File: config.mk
export PLATFORM = sky130hd
export DESIGN_NAME = cic_interpolator
export DESIGN_NICKNAME = d
export VERILOG_FILES = /design/src/rtl/cic_pkg.sv /design/src/rtl/cic_integrator_chain.sv /design/src/rtl/cic_interpolator.sv
export SDC_FILE = /design/constraint.sdc
export NUM_CORES = 1
export LEC_CHECK = 0
export CELL_PAD_IN_SITES_DETAIL_PLACEMENT = 0
export CELL_PAD_IN_SITES_GLOBAL_PLACEMENT = 1
export CORE_ASPECT_RATIO = 0.75
export CORE_UTILIZATION = 45
export CTS_BUF_LIST = sky130_fd_sc_hd__clkbuf_4 sky130_fd_sc_hd__clkbuf_8
export DETAILED_ROUTE_END_ITERATION = 8
export DONT_BUFFER_PORTS = 1
export PLACE_DENSITY_LB_ADDON = 0.1
export SYNTH_ARGS = -nofsm -noshare
export SYNTH_HDL_FRONTEND = slang
export SYNTH_SLANG_ARGS = --single-unit
File: constraint.sdc
create_clock -name i_clk -period 11.4 [get_ports i_clk]
set_input_delay 2.28 -clock i_clk [delete_from_list [all_inputs] [get_ports i_clk]]
set_output_delay 2.28 -clock i_clk [all_outputs]
set_load 0.05 [all_outputs]
File: src/rtl/cic_pkg.sv
// Shared CIC definitions used by the interpolator and decimator.
//   cic_state_e    : handshake state (IDLE / EMIT)
//   cic_clog2      : ceil(log2(v)), usable in constant expressions
//   cic_out_w      : output width from structural parameters
//   cic_params_ok  : legality of N / R / M
package cic_pkg;

  typedef enum logic {IDLE, EMIT} cic_state_e;

  function automatic int cic_clog2(input int v);
    int r;
    r = 0;
    for (int i = 0; i < 31; i++) begin
      if ((1 << i) < v) r = i + 1;
    end
    return r;
  endfunction

  // Bit growth: IN_W + N*clog2(R*M) - clog2(R).
  function automatic int cic_out_w(input int in_w, input int n, input int r, input int m);
    return in_w + n * cic_clog2(r * m) - cic_clog2(r);
  endfunction

  function automatic bit cic_params_ok(input int n, input int r, input int m);
    return (n >= 1) && (n <= 6) && (r >= 2) && ((r & (r - 1)) == 0) &&
           ((m == 1) || (m == 2));
  endfunction

endpackage

File: src/rtl/cic_integrator_chain.sv
// Cascade of N OUT_W-bit integrators running at the output rate.
//   i_clk, i_rst : clock, synchronous active-high reset
//   i_u          : zero-stuffed input sample (already sign-extended)
//   i_advance    : commit the next values (output handshake)
//   o_next       : combinational next value of the last integrator (IN')
// Each stage adds the *next* value of the previous stage, so the final
// output appears in the same cycle its input sample is presented.
module cic_integrator_chain #(
  parameter int N     = 3,
  parameter int OUT_W = 20
) (
  input  logic             i_clk,
  input  logic             i_rst,
  input  logic [OUT_W-1:0] i_u,
  input  logic             i_advance,
  output logic [OUT_W-1:0] o_next
);

  // Two's-complement wrap is intentional; unsigned add is bit-identical.
  for (genvar k = 0; k < N; k++) begin : g_stage
    logic [OUT_W-1:0] r_acc;
    logic [OUT_W-1:0] w_sum;

    if (k == 0) begin : g_first
      assign w_sum = r_acc + i_u;
    end else begin : g_rest
      assign w_sum = r_acc + g_stage[k-1].w_sum;
    end

    always_ff @(posedge i_clk) begin
      if (i_rst)          r_acc <= '0;
      else if (i_advance) r_acc <= w_sum;
    end
  end

  assign o_next = g_stage[N-1].w_sum;

endmodule

File: src/rtl/cic_interpolator.sv
// N-stage CIC interpolator, ratio R, differential delay M.
//   i_clk, i_rst       : clock, synchronous active-high reset
//   i_data, i_valid    : low-rate signed input sample and its valid
//   o_ready            : input accepted this cycle when i_valid is high
//   o_data, o_valid    : high-rate signed output sample and its valid
//   i_ready            : downstream accepts o_data
// Every accepted input yields exactly R outputs; a new input can be taken
// on the last output handshake of a burst so bursts run without bubbles.
module cic_interpolator
  import cic_pkg::*;
#(
  parameter  int IN_W  = 16,
  parameter  int N     = 3,
  parameter  int R     = 4,
  parameter  int M     = 1,
  localparam int OUT_W = cic_out_w(IN_W, N, R, M)
) (
  input  logic             i_clk,
  input  logic             i_rst,
  input  logic [IN_W-1:0]  i_data,
  input  logic             i_valid,
  output logic             o_ready,
  output logic [OUT_W-1:0] o_data,
  output logic             o_valid,
  input  logic             i_ready
);

  if (!cic_params_ok(N, R, M)) begin : g_bad_params
    $error("cic_interpolator: illegal N/R/M combination");
  end

  localparam int CW = IN_W + N;                     // final comb stage width
  localparam int XW = (OUT_W > CW) ? OUT_W : CW;    // common extension width
  localparam int PW = cic_clog2(R);
  localparam logic [PW-1:0] P_LAST = PW'(R - 1);

  cic_state_e             r_state;
  logic [PW-1:0]          r_p;
  logic signed [CW-1:0]   r_c;
  logic signed [CW-1:0]   r_dly [N][M];

  logic signed [CW-1:0]   w_c [N+1];
  logic signed [XW-1:0]   w_cx;
  logic [OUT_W-1:0]       w_u;
  logic                   w_accept;
  logic                   w_advance;
  logic                   w_last;

  assign w_last    = (r_p == P_LAST);
  assign o_ready   = (r_state == IDLE) || (w_last && i_ready);
  assign w_accept  = i_valid && o_ready;
  assign w_advance = (r_state == EMIT) && i_ready;
  assign o_valid   = (r_state == EMIT);

  // Comb stages are computed at the final width; stage k's value fits in
  // IN_W+k bits, so the wider arithmetic is exact.
  always_comb begin
    w_c[0] = {{N{i_data[IN_W-1]}}, i_data};
    for (int unsigned k = 0; k < N; k++) begin
      w_c[k+1] = w_c[k] - r_dly[k][M-1];
    end
  end

  always_ff @(posedge i_clk) begin
    if (i_rst) begin
      for (int unsigned k = 0; k < N; k++) begin
        for (int unsigned m = 0; m < M; m++) r_dly[k][m] <= '0;
      end
      r_c <= '0;
    end else if (w_accept) begin
      for (int unsigned k = 0; k < N; k++) begin
        r_dly[k][0] <= w_c[k];
        for (int unsigned m = 1; m < M; m++) r_dly[k][m] <= r_dly[k][m-1];
      end
      r_c <= w_c[N];
    end
  end

  // Zero stuffer: comb result on phase 0, zeros on the remaining phases.
  // Truncation when OUT_W < CW is harmless because integrators wrap.
  assign w_cx = XW'(r_c);
  assign w_u  = ((r_state == EMIT) && (r_p == '0)) ? w_cx[OUT_W-1:0] : '0;

  always_ff @(posedge i_clk) begin
    if (i_rst) begin
      r_state <= IDLE;
      r_p     <= '0;
    end else if (w_accept) begin
      r_state <= EMIT;
      r_p     <= '0;
    end else if (w_advance) begin
      if (w_last) begin
        r_state <= IDLE;
        r_p     <= '0;
      end else begin
        r_p <= r_p + PW'(1);
      end
    end
  end

  cic_integrator_chain #(
    .N     (N),
    .OUT_W (OUT_W)
  ) u_integ (
    .i_clk     (i_clk),
    .i_rst     (i_rst),
    .i_u       (w_u),
    .i_advance (w_advance),
    .o_next    (o_data)
  );

endmodule
==> qor.csv <==
metric,value,unit
largest net degree at the start of global routing,67,
CTS resizes,0,
Antenna Nets Post-Route,0,
IO buf count,0,
internal power,1.14,mW
Fillers,2099,
switching fraction of total power,42.3,%
final core occ,49.7,%
post-synth top area share,16.6,%
grt ovf,0,
antenna violations before repair,0,
Final Hold Viols,0,
initial DRC count,488,
R2R depth,28,
CTS H-tree depth,4,
syn nets,1310,
Clock power frac,20.4,%
first-pass GRT wire length,37000,um
Residual DRC,0,
internal reg-to-reg setup slack,4.37,ns
Bufs on Longest Clock Path,2,
slowest CP cell,xnor2_1,
Max Fanout on Critical Path,19,
drt total wl,22600,um
slew margin rel.,21.2,%
"Clk Latency, worst-skew pair",0.45,ns
#FFs+latches synth,136,
register area share after synthesis,33.0,%
clk_skew,0.0165,ns
Die ar.,22600,um^2
row count,46,
# IOs,42,
fin crit period,9.72,ns
Synth Flop Type,dfxtp_1,
critical path arrival,7.44,ns
VDD IR-drop max,82.2,uV
Post-Syn Area per Cell,8.47,um^2
Pwr per Cell Area,186,nW/um^2
HPWL after DPL,16500,um
Sequential Power Share,29.9,%
Num CTS Buffers,17,
CTS root buffer,clkbuf_8,
CTS tree,done,
Mapped Area,9900,um^2
Initial Util,46.4,%
asr flop ratio synth,0,%
Layout Nets,1306,
cell taking the most area after synthesis,dfxtp_1,
crit path kind,flop to output port,
layout cell share with drive strength beyond 1,5.60,%
Setup TNS,0,ns
Seq. cell area,3260,um^2
combinational share of power,49.6,%
Buf/Inv on CP,2,
WL/cell,15.4,um
DR vias,7650,
Antenna Diode Count,0,
multi-input logic area,6200,um^2
routed vias/inst,5.22,
DRT Pass-1 Iters,5,
hold buffer count at cts,0,
Tcrit/Tclk final,85.2,%
leakage,4.67,nW
Post-synth top cells,"nand2_1, a21oi_1, ha_1",
design area,10600,um^2
vias in the first global route,7037,
run status,"finished, final reports clean",
Final Wtd Congestion,0.790,
min-delay src,u_integ.g_stage[0].r_acc[16],
Max Freq,103,MHz
yosys warns,0,
"Slew Viols, Final",0,
Chip Height,130,um
Area contributors post-synth,"dfxtp_1, edfxtp_1, ha_1",
number of flops mapped to enable cells by yosys,54,
synth-to-layout area growth,7.21,%
Critical Path Start,r_p[0],
Worst path top cell family by delay,compound AO/OA/AOI/OAI gates,
Hold Path Depth,2,
MaxCap Viol Count,0,
cells after synthesis,1169,
Yosys cell types,62,
CP Launch Type,flop,
RR Startpoint,r_p[0],
Worst setup EP type,output port,
Critical Path RT,9.12,ns
Worst Hold Class,flop to flop,
P_sw,0.835,mW
placeable core area,21400,um^2
"most used cell, CP",ha_1,
# setup viols final,0,
setup bufs post-CTS,0,
Worst-Margin Slew,1.17,ns
max incr delay on CP,0.86,ns
RSZ-0062 raised after global routing,false,
global router's overall resource usage,20.7,%
"count leader, synth",nand2_1,
CTS Sinks,136,
Crit path depth,30,
DP Area,10200,um^2
"Clk pin slew, worst setup/hold paths",0.08,ns
die width,173,um
layout by cell type, fill, tap and decap left out, types with 7 or more instances in the layout:
cell type | synthesis | routed
nand2_1 | 150 | 149
a21oi_1 | 121 | 121
ha_1 | 115 | 115
inv_1 | 84 | 83
dfxtp_1 | 82 | 82
nor2_1 | 72 | 71
xnor2_1 | 61 | 61
edfxtp_1 | 54 | 54
o21ai_0 | 49 | 49
and2_1 | 49 | 48
xor2_1 | 33 | 33
a21o_1 | 31 | 31
nor3_1 | 30 | 30
and3_1 | 27 | 27
nand3_1 | 21 | 21
clkbuf_8 | 0 | 17
nand2b_1 | 16 | 16
nor2b_1 | 15 | 15
o21a_1 | 13 | 13
buf_4 | 0 | 13
a21boi_0 | 9 | 8
o21bai_1 | 8 | 8
a211o_1 | 7 | 7
routing by layer:
metal / GRT usage, % / vias up / wire (um)
met4: 4.53 / 0 / 147
met5: 0 / - / 0
met1: 34.5 / 3448 / 13400
met3: 3.73 / 10 / 989
met2: 26.0 / 100 / 8030
li1: - / 4092 / -
flip-flops by register name, indices dropped and copies added (netlist names):
name	flops
r_c	19
o_valid	1
u_integ.g_stage.r_acc	60
r_dly	54
r_p	2
worst paths after layout:
check | to
max | o_data[19]
min | u_integ.g_stage[0].r_acc[16]
max reg2reg | u_integ.g_stage[2].r_acc[16]
min reg2reg | u_integ.g_stage[0].r_acc[16]
cell families (layout without fill, tap and decap cells):
kind of cell	after synthesis	count (layout)	synth area share (%)
flops	136	136	33.0
fa+ha+maj	121	121	15.7
simple gates	401	401	19.2
mux	1	1	0.101
buf+inv	120	129	4.55
compound gates	295	295	18.9
xor+xnor	95	95	8.57
through the flow:
stage | instances | setup WS, ns | hold slack (ns) | total power [mW]
floorplan | 1169 | 2.78 | 0.417 | 1.36
global placement | 1434 | 2.34 | 0.441 | 1.57
detailed placement | 1434 | 2.26 | 0.446 | 1.58
CTS | 1466 | 1.69 | 0.458 | 1.99
global route | 1466 | 0.887 | 0.475 | 2.12
finish | 1466 | 1.68 | 0.457 | 1.98
power groups by stage:
stage / Sequential [mW] / Combinational (mW) / Clock, mW
floorplan: 0.592 / 0.770 / 0
global placement: 0.602 / 0.973 / 0
detailed placement: 0.603 / 0.975 / 0
CTS: 0.592 / 0.981 / 0.418
global route: 0.597 / 1.09 / 0.435
finish: 0.591 / 0.980 / 0.403
worst register-to-register path: cells and delay by family (launching register included):
kind            cells  cell delay, ns
compound gates     10            2.16
xor+xnor            3            1.32
fa+ha+maj           5            1.83
buf+inv             2            0.13
flops               1            0.34
simple gates        8            1.18
cell type report:
cell class	count	area share (%)
multi-input cells	913	58.4
flip-flops and latches	136	30.7
well taps	288	3.39
inverters	84	2.97
clock buffers	17	2.20
clock inverters	15	1.43
repair buffers	13	0.919
Note: power is estimated with default switching activity, not from simulation.
